`config.mk`:
```
export PLATFORM = sky130hd
export DESIGN_NAME = fetch_ctrl_flat
export DESIGN_NICKNAME = d
export VERILOG_FILES = /design/src/rtl/fetch_ctrl_if.sv /design/src/rtl/fetch_ctrl.sv /design/src/flat_wrapper.sv
export SDC_FILE = /design/constraint.sdc
export NUM_CORES = 1
export LEC_CHECK = 0
export BUFFER_PORTS_ARGS = -buffer_cell sky130_fd_sc_hd__buf_2
export CAP_MARGIN = 20
export CELL_PAD_IN_SITES_DETAIL_PLACEMENT = 0
export CELL_PAD_IN_SITES_GLOBAL_PLACEMENT = 1
export CORE_ASPECT_RATIO = 0.7
export CORE_UTILIZATION = 38
export CTS_BUF_LIST = sky130_fd_sc_hd__clkbuf_4
export DETAILED_ROUTE_END_ITERATION = 12
export PLACE_DENSITY = 0.8
export SLEW_MARGIN = 10
export SYNTH_ARGS = -nofsm -noshare
export SYNTH_HDL_FRONTEND = slang
export SYNTH_SLANG_ARGS = --single-unit
export TNS_END_PERCENT = 20
```
`constraint.sdc`:
```
create_clock -name clk -period 2 [get_ports clk]
set_clock_uncertainty 0.15 [all_clocks]
set_input_delay 0.4 -clock clk [delete_from_list [all_inputs] [get_ports clk]]
set_output_delay 0.4 -clock clk [all_outputs]
set_load 0.01 [all_outputs]
```
`src/rtl/fetch_ctrl_if.sv`:
```
// Fetch-side bundle: instruction memory read handshake plus the IR, decode and redirect signals.
// master is the fetch sequencer; slave is the memory/decode/execute environment.
interface fetch_ctrl_if;
  logic        mem_read;
  logic [15:0] mem_address;
  logic        mem_resp;
  logic [15:0] mem_rdata;
  logic        ir_load;
  logic [15:0] ir_in;
  logic        ir_valid;
  logic        decode_ready;
  logic        redirect;
  logic [15:0] redirect_pc;
  logic [15:0] pc_out;

  modport master (
    output mem_read,
    output mem_address,
    output ir_load,
    output ir_in,
    output ir_valid,
    output pc_out,
    input  mem_resp,
    input  mem_rdata,
    input  decode_ready,
    input  redirect,
    input  redirect_pc
  );

  modport slave (
    input  mem_read,
    input  mem_address,
    input  ir_load,
    input  ir_in,
    input  ir_valid,
    input  pc_out,
    output mem_resp,
    output mem_rdata,
    output decode_ready,
    output redirect,
    output redirect_pc
  );
endinterface

```
`src/rtl/fetch_ctrl.sv`:
```
// LC-3b instruction fetch sequencer: fetch PC, memory read handshake, IR load and redirect squash.
// Optional FETCH_CTRL_PERF_EN adds fetch_count / stall_count performance counters.
module fetch_ctrl #(
  parameter logic [15:0] RESET_PC = 16'h0000
) (
  input logic          clk,
  input logic          reset,
  fetch_ctrl_if.master bus
`ifdef FETCH_CTRL_PERF_EN
  ,
  output logic [15:0]  fetch_count,
  output logic [15:0]  stall_count
`endif
);

  localparam logic [1:0] StIdle  = 2'd0;
  localparam logic [1:0] StFetch = 2'd1;
  localparam logic [1:0] StHold  = 2'd2;

  localparam logic [15:0] ResetPcAligned = RESET_PC & 16'hFFFE;

  logic [1:0]  state_q, state_d;
  logic [15:0] pc_q, pc_d;          // architectural next fetch address
  logic [15:0] req_q, req_d;        // address of the access currently on the bus
  logic [15:0] pc_out_q, pc_out_d;
  logic        squash_q, squash_d;

  logic [15:0] redirect_target;
  logic        fetching;
  logic        load;

  assign redirect_target = bus.redirect_pc & 16'hFFFE;
  assign fetching        = (state_q == StFetch);
  // A redirect arriving with the response makes that data stale as well.
  assign load            = fetching & bus.mem_resp & ~squash_q & ~bus.redirect;

  always_comb begin
    state_d  = state_q;
    pc_d     = pc_q;
    req_d    = req_q;
    pc_out_d = pc_out_q;
    squash_d = squash_q;
    case (state_q)
      StIdle: begin
        if (bus.redirect) begin
          pc_d = redirect_target;
        end
        req_d   = pc_d;
        state_d = StFetch;
      end
      StFetch: begin
        if (bus.redirect) begin
          pc_d = redirect_target;
        end
        if (bus.mem_resp) begin
          squash_d = 1'b0;
          if (load) begin
            pc_out_d = req_q;
            pc_d     = req_q + 16'd2;
            state_d  = StHold;
          end else begin
            // Discarded response: reissue at the pending redirect target.
            req_d = pc_d;
          end
        end else if (bus.redirect) begin
          squash_d = 1'b1;
        end
      end
      StHold: begin
        if (bus.redirect) begin
          pc_d    = redirect_target;
          req_d   = redirect_target;
          state_d = StFetch;
        end else if (bus.decode_ready) begin
          req_d   = pc_q;
          state_d = StFetch;
        end
      end
      default: begin
        state_d = StIdle;
      end
    endcase
  end

  always_ff @(posedge clk) begin
    if (reset) begin
      state_q  <= StIdle;
      pc_q     <= ResetPcAligned;
      req_q    <= ResetPcAligned;
      pc_out_q <= ResetPcAligned;
      squash_q <= 1'b0;
    end else begin
      state_q  <= state_d;
      pc_q     <= pc_d;
      req_q    <= req_d;
      pc_out_q <= pc_out_d;
      squash_q <= squash_d;
    end
  end

  assign bus.mem_read    = fetching;
  assign bus.mem_address = req_q;
  assign bus.ir_load     = load;
  assign bus.ir_in       = bus.mem_rdata;
  assign bus.ir_valid    = (state_q == StHold);
  assign bus.pc_out      = pc_out_q;

`ifdef FETCH_CTRL_PERF_EN
  logic [15:0] fetch_count_q, stall_count_q;

  always_ff @(posedge clk) begin
    if (reset) begin
      fetch_count_q <= 16'h0000;
      stall_count_q <= 16'h0000;
    end else begin
      if (load) begin
        fetch_count_q <= fetch_count_q + 16'd1;
      end
      if (fetching && !bus.mem_resp) begin
        stall_count_q <= stall_count_q + 16'd1;
      end
    end
  end

  assign fetch_count = fetch_count_q;
  assign stall_count = stall_count_q;
`endif

  // The outstanding access cannot be aborted, so its address must not move while waiting.
  a_addr_stable: assert property (@(posedge clk) disable iff (reset)
    (fetching && !bus.mem_resp) |=> (!fetching || (req_q == $past(req_q))));

  a_addr_even: assert property (@(posedge clk) disable iff (reset)
    !fetching || !req_q[0]);

endmodule

```
`src/flat_wrapper.sv`:
```
// flat-port wrapper written by rule: the top's interface ports become plain ports
module fetch_ctrl_flat 
#(
  parameter logic [15:0] RESET_PC = 16'h0000
)
  (clk, reset, bus_mem_read, bus_mem_address, bus_ir_load, bus_ir_in, bus_ir_valid, bus_pc_out, bus_mem_resp, bus_mem_rdata, bus_decode_ready, bus_redirect, bus_redirect_pc);
  fetch_ctrl_if bus_i ();
  input logic clk;
  input logic reset;
  output wire logic [$bits(bus_i.mem_read)-1:0] bus_mem_read;
  output wire logic [$bits(bus_i.mem_address)-1:0] bus_mem_address;
  output wire logic [$bits(bus_i.ir_load)-1:0] bus_ir_load;
  output wire logic [$bits(bus_i.ir_in)-1:0] bus_ir_in;
  output wire logic [$bits(bus_i.ir_valid)-1:0] bus_ir_valid;
  output wire logic [$bits(bus_i.pc_out)-1:0] bus_pc_out;
  input wire logic [$bits(bus_i.mem_resp)-1:0] bus_mem_resp;
  input wire logic [$bits(bus_i.mem_rdata)-1:0] bus_mem_rdata;
  input wire logic [$bits(bus_i.decode_ready)-1:0] bus_decode_ready;
  input wire logic [$bits(bus_i.redirect)-1:0] bus_redirect;
  input wire logic [$bits(bus_i.redirect_pc)-1:0] bus_redirect_pc;
  assign bus_mem_read = bus_i.mem_read;
  assign bus_mem_address = bus_i.mem_address;
  assign bus_ir_load = bus_i.ir_load;
  assign bus_ir_in = bus_i.ir_in;
  assign bus_ir_valid = bus_i.ir_valid;
  assign bus_pc_out = bus_i.pc_out;
  assign bus_i.mem_resp = bus_mem_resp;
  assign bus_i.mem_rdata = bus_mem_rdata;
  assign bus_i.decode_ready = bus_decode_ready;
  assign bus_i.redirect = bus_redirect;
  assign bus_i.redirect_pc = bus_redirect_pc;
  fetch_ctrl #(.RESET_PC(RESET_PC)) u_core (.clk(clk), .reset(reset), .bus(bus_i));
endmodule
```
### Yosys cells after proc, flatten, opt, wreduce, memory -nomap -nowiden

Index checks and enable logic that the tools add are counted.

* flip-flop bits (word level): 51
* input bits: 37

* $add $sub $neg: 1
* eq/ne operators: 6
* multiplexer cells: 16
* bitwise gates (word level): 5
* reductions and logical operators: 9

Operator list (count)
* 16-bit two-way mux: 7
* 16-bit case mux with 3 select lines: 1
* 16-bit case mux with 2 select lines: 1
* 16-bit by 2-bit adder with 16-bit output, second input constant: 1
* 2-bit two-way mux: 4
* 2-bit != test, second input constant: 3
* 2-bit case mux with 3 select lines: 1
* 3-bit AND reduction: 2
* 4-bit AND reduction: 1
* 2-bit nonzero test: 2
* 1-bit bitwise AND: 3
* 3-bit by 1-bit != test with 1-bit output, second input constant: 1
* 3-bit nonzero test: 1
* 2-bit by 1-bit == test with 1-bit output, second input constant: 1
* 2-bit == test, second input constant: 1
* 2-bit zero test: 1
* 1-bit two-way mux: 2
* 1-bit NOT: 2
* 2-bit AND reduction: 1
* 2-bit OR reduction: 1

### Longest topological paths before layout

* word-level depth: 7
* gate-level depth with buffers: 7
* mapped depth without buffers: 5

### Worst setup path after synthesis

No wires, ideal clock.

* path kind: input port to output port
* start point: in bus_redirect
* end point: out bus_ir_load
* arrival: 1349 ps
* required time: 1450 ps
* path slack: 101 ps
* stages: 5
* buffers on the path: 3
* cell sequence: clkbuf_1 > or3_4 > buf_6 > inv_2 > buf_2

* cells in the longest elaborated chain, start to end: 2

RTL lines
* start, declared: line flat_wrapper.sv:19 `input wire logic [$bits(bus_i.redirect)-1:0] bus_redirect;`
* 1-bit NOT: line fetch_ctrl.sv:35 `assign load = fetching & bus.mem_resp & ~squash_q & ~bus.redirect;`
* 1-bit bitwise AND: line fetch_ctrl.sv:35
* end, declared: line flat_wrapper.sv:12 `output wire logic [$bits(bus_i.ir_load)-1:0] bus_ir_load;`

Every way passes these cells.

### Final worst setup path

* start point: reg u_core.squash_q
* end point: out bus_ir_load

* cells in the longest elaborated chain, start to end: 3

RTL lines
* start, declared: line fetch_ctrl.sv:26 `logic squash_q, squash_d;`
* start signal, assigned: line fetch_ctrl.sv:97 `squash_q <= squash_d;`
* 1-bit NOT: line fetch_ctrl.sv:35
* 1-bit bitwise AND (2 in a row): line fetch_ctrl.sv:35

Every way passes these cells.

==> impl_metrics.py <==
metrics = {
    "status": {
        "status": "complete, no violations",
    },
    "floorplanning": {
        "fp-row-count": 24,
        "die_x_um": 100,
        "ios": 88,
        "initial_core_util_pct": 40.3,
        "core_um2": 6370,
        "fp.dieH_um": 70.7,
        "dieArea_um2": 7080,
    },
    "grt": {
        "grt_max_degree": 21,
        "track_usage_pct": 18.7,
        "grt_pass1_wl_um": 10400,
        "antenna_found_initial": 0,
        "grt_pass1_vias": 2119,
        "grt_overflow": 0,
    },
    "logic_synthesis": {
        "synth_area_um2": 2560,
        "synth_edf_count": 0,
        "synth_ff_type": "dfxtp_1",
        "synth_top_area_cell": "dfxtp_1",
        "synth_top_area_share_pct": 39.8,
        "post_synth_main_area_contributors": "dfxtp_1, mux2i_1, nand2_1",
        "syn_avg_cell_area_um2": 8.69,
        "syn_inst": 295,
        "synthArstFlopShare_pct": 0,
        "ys_ff_latch": 51,
        "synth-seq-area-share_pct": 39.8,
        "yosysUniqueCellTypes": 48,
        "syn_nets": 333,
        "yosysWarnings": 0,
    },
    "critical_path": {
        "critPathRequiredTime_ns": 1.45,
        "critPathCaptureType": "output pin",
        "cp_data_arrival_time_ns": 1.41,
        "start_kind": "flip-flop",
        "cp_max_fo": 3,
        "crit_type": "reg2out",
    },
    "route": {
        "drc": 0,
        "wire_per_inst_um": 14.6,
        "drt-total-wl_um": 6440,
        "via_count": 2323,
        "dr.pass1.iters": 4,
        "viasPerCell": 5.26,
        "ant_nets": 0,
        "drtIter0Drc": 152,
    },
    "power": {
        "ir_drop_uv": 278,
        "power.total_mw": 2.03,
        "power_density_nw_per_um2": 679,
        "clock_power_share_pct": 23.8,
        "internal-power_mw": 1.43,
        "combPwrFrac_pct": 20.3,
        "p_sw_share_pct": 29.5,
        "p_leak_nw": 1.28,
        "p_seq_share_pct": 55.9,
        "p_sw_mw": 0.600,
    },
    "sta": {
        "setup_viol": 0,
        "whs_ns": 0.0936,
        "fin_tns_setup_ns": 0,
        "post-route-period-util_pct": 97.8,
        "tightest_slew_ns": 0.374,
        "fmax_mhz": 511,
        "finalMaxSlewViolations": 0,
        "min_period_ns": 1.96,
        "setup_ws_ns": 0.0441,
        "final_hold_viol_count": 0,
        "max_slew_margin_pct": 74.9,
        "rsz0062_at_grt": "false",
    },
    "final_layout": {
        "nets": 388,
        "fill_cells": 677,
        "final_util_pct": 47.1,
        "antenna_cells": 0,
        "drive_gt1_share_pct": 31.3,
        "syn_to_final_growth_pct": 16.9,
    },
    "placement": {
        "finalWeightedCongestion": 0.844,
        "dp_slack_ns": 0.0611,
        "io_buffers": 54,
        "dp_hpwl_um": 4720,
    },
    "clocking": {
        "holdBufCountCts": 0,
        "clk_path_buf_depth": 2,
        "root_buffer": "clkbuf_4",
        "clk_latency_ns": 0.37,
        "cts_tree": "done",
        "cts_inserted_buffers": 5,
        "htreeDepth": 2,
        "clock_sinks": 51,
        "path_clk_slew_ns": 0.14,
    },
    "run": {
        "max_cap_viol_count": 0,
    },
    "worst_hold_path": {
        "hp-class": "in2reg",
    },
}
## final cells by class
cell class	count	area (um2)	area share, %
clock inverters	1	5.00	0.167
clock buffers	7	52.6	1.75
well taps	91	114	3.80
inverters	6	27.5	0.918
multi-input cells	199	1250	41.7
repair buffers	87	524	17.5
flip-flops and latches	51	1030	34.2
## state kept, by name, summed over array words and instances (netlist names)
signal                  flops
u_core.bus.mem_address     16
u_core.bus.pc_out          16
u_core.pc_q                16
u_core.state_q              2
u_core.squash_q             1
## what timing repair did
action,4_1_cts,5_1_grt
pin swaps,1,2
buffers inserted,4,1
gates resized for setup,6,2
gates cloned,0,0
setup endpoints to repair,1,3
endpoints found under the hold margin,0,0
## logic make-up (layout without fill, tap and decap cells)
family	after synthesis	count (layout)	share of synthesized area [%]
AOI/OAI and AO/OA	75	75	19.4
muxes	19	19	7.52
DFF	51	51	39.8
xor gates and xnor gates	8	8	2.73
and+or+nand+nor	96	96	18.3
adders and majority gates	1	1	0.488
buffers and inverters	45	101	11.7
## critical path: stages, from the launching register on
cell and delay (ns):
dfxtp_2 0.35, nand3b_1 0.16, or3_4 0.36, clkinv_4 0.07, buf_6 0.09
## per-stage QoR
step                      cell area [um2]  instances
after detailed placement             2880        429
final                                3000        442
after global routing                 3000        442
after floorplan                      2560        295
after CTS                            2980        441
after global placement               2880        429
## Yosys cell counts (5+ instances only)
| cell type | number |
|---|---|
| buf_2 | 6 |
| mux2i_1 | 17 |
| inv_1 | 5 |
| o21ai_1 | 5 |
| nand3_1 | 6 |
| a211oi_1 | 17 |
| clkbuf_1 | 9 |
| a21oi_1 | 28 |
| buf_4 | 17 |
| nand2_1 | 45 |
| nor2_1 | 20 |
| dfxtp_1 | 51 |
| nor3b_1 | 5 |
## power by group through the flow
| stage | clock, mW | sequential, mW | combinational (mW) |
|---|---|---|---|
| 6_report | 0.485 | 1.14 | 0.413 |
| 5_1_grt | 0.542 | 1.15 | 0.456 |
| 4_1_cts | 0.505 | 1.14 | 0.411 |
| 3_5_place_dp | 0 | 1.16 | 0.400 |
| 3_3_place_gp | 0 | 1.16 | 0.397 |
| 2_1_floorplan | 0 | 1.17 | 0.271 |
## routing by layer
layer	share of wire, %	vias to the layer above	global-route usage (%)
li1	-	1140	-
met1	49	1096	25.5
met2	43	71	29.8
met3	5.5	16	4.05
met4	1.9	0	4.99
met5	0	-	0
## final timing paths
| kind | start | end | slack, ns | cells past startpoint |
|---|---|---|---|---|
| max | u_core.squash_q$_SDFFE_PP0P_ | bus_ir_load | 0.04 | 4 |
| min | bus_mem_resp | u_core.squash_q$_SDFFE_PP0P_ | 0.09 | 2 |
| max reg2reg | u_core.squash_q$_SDFFE_PP0P_ | u_core.pc_q[15]$_SDFFE_PP0N_ | 0.11 | 8 |
| min reg2reg | u_core.bus.pc_out[1]$_SDFFE_PP0P_ | u_core.bus.pc_out[1]$_SDFFE_PP0P_ | 0.31 | 2 |
## cell usage in the layout (no fill, tap or decap), types with 2 or more instances in the layout
master	n
buf_2	53
dfxtp_1	49
nand2_1	45
buf_4	33
a21oi_1	28
nor2_1	20
mux2i_1	17
a211oi_1	17
clkbuf_4	7
nand3_1	6
inv_1	5
o21ai_1	5
nor3b_1	5
a32oi_1	4
nand4_1	4
xnor2_1	4
a31o_1	4
xor2_1	4
nor4_1	3
o21ai_0	3
nor2b_1	2
or4_4	2
o31a_2	2
o22ai_1	2
and3_1	2
mux2_2	2
Power figures use the tool's default switching activity.
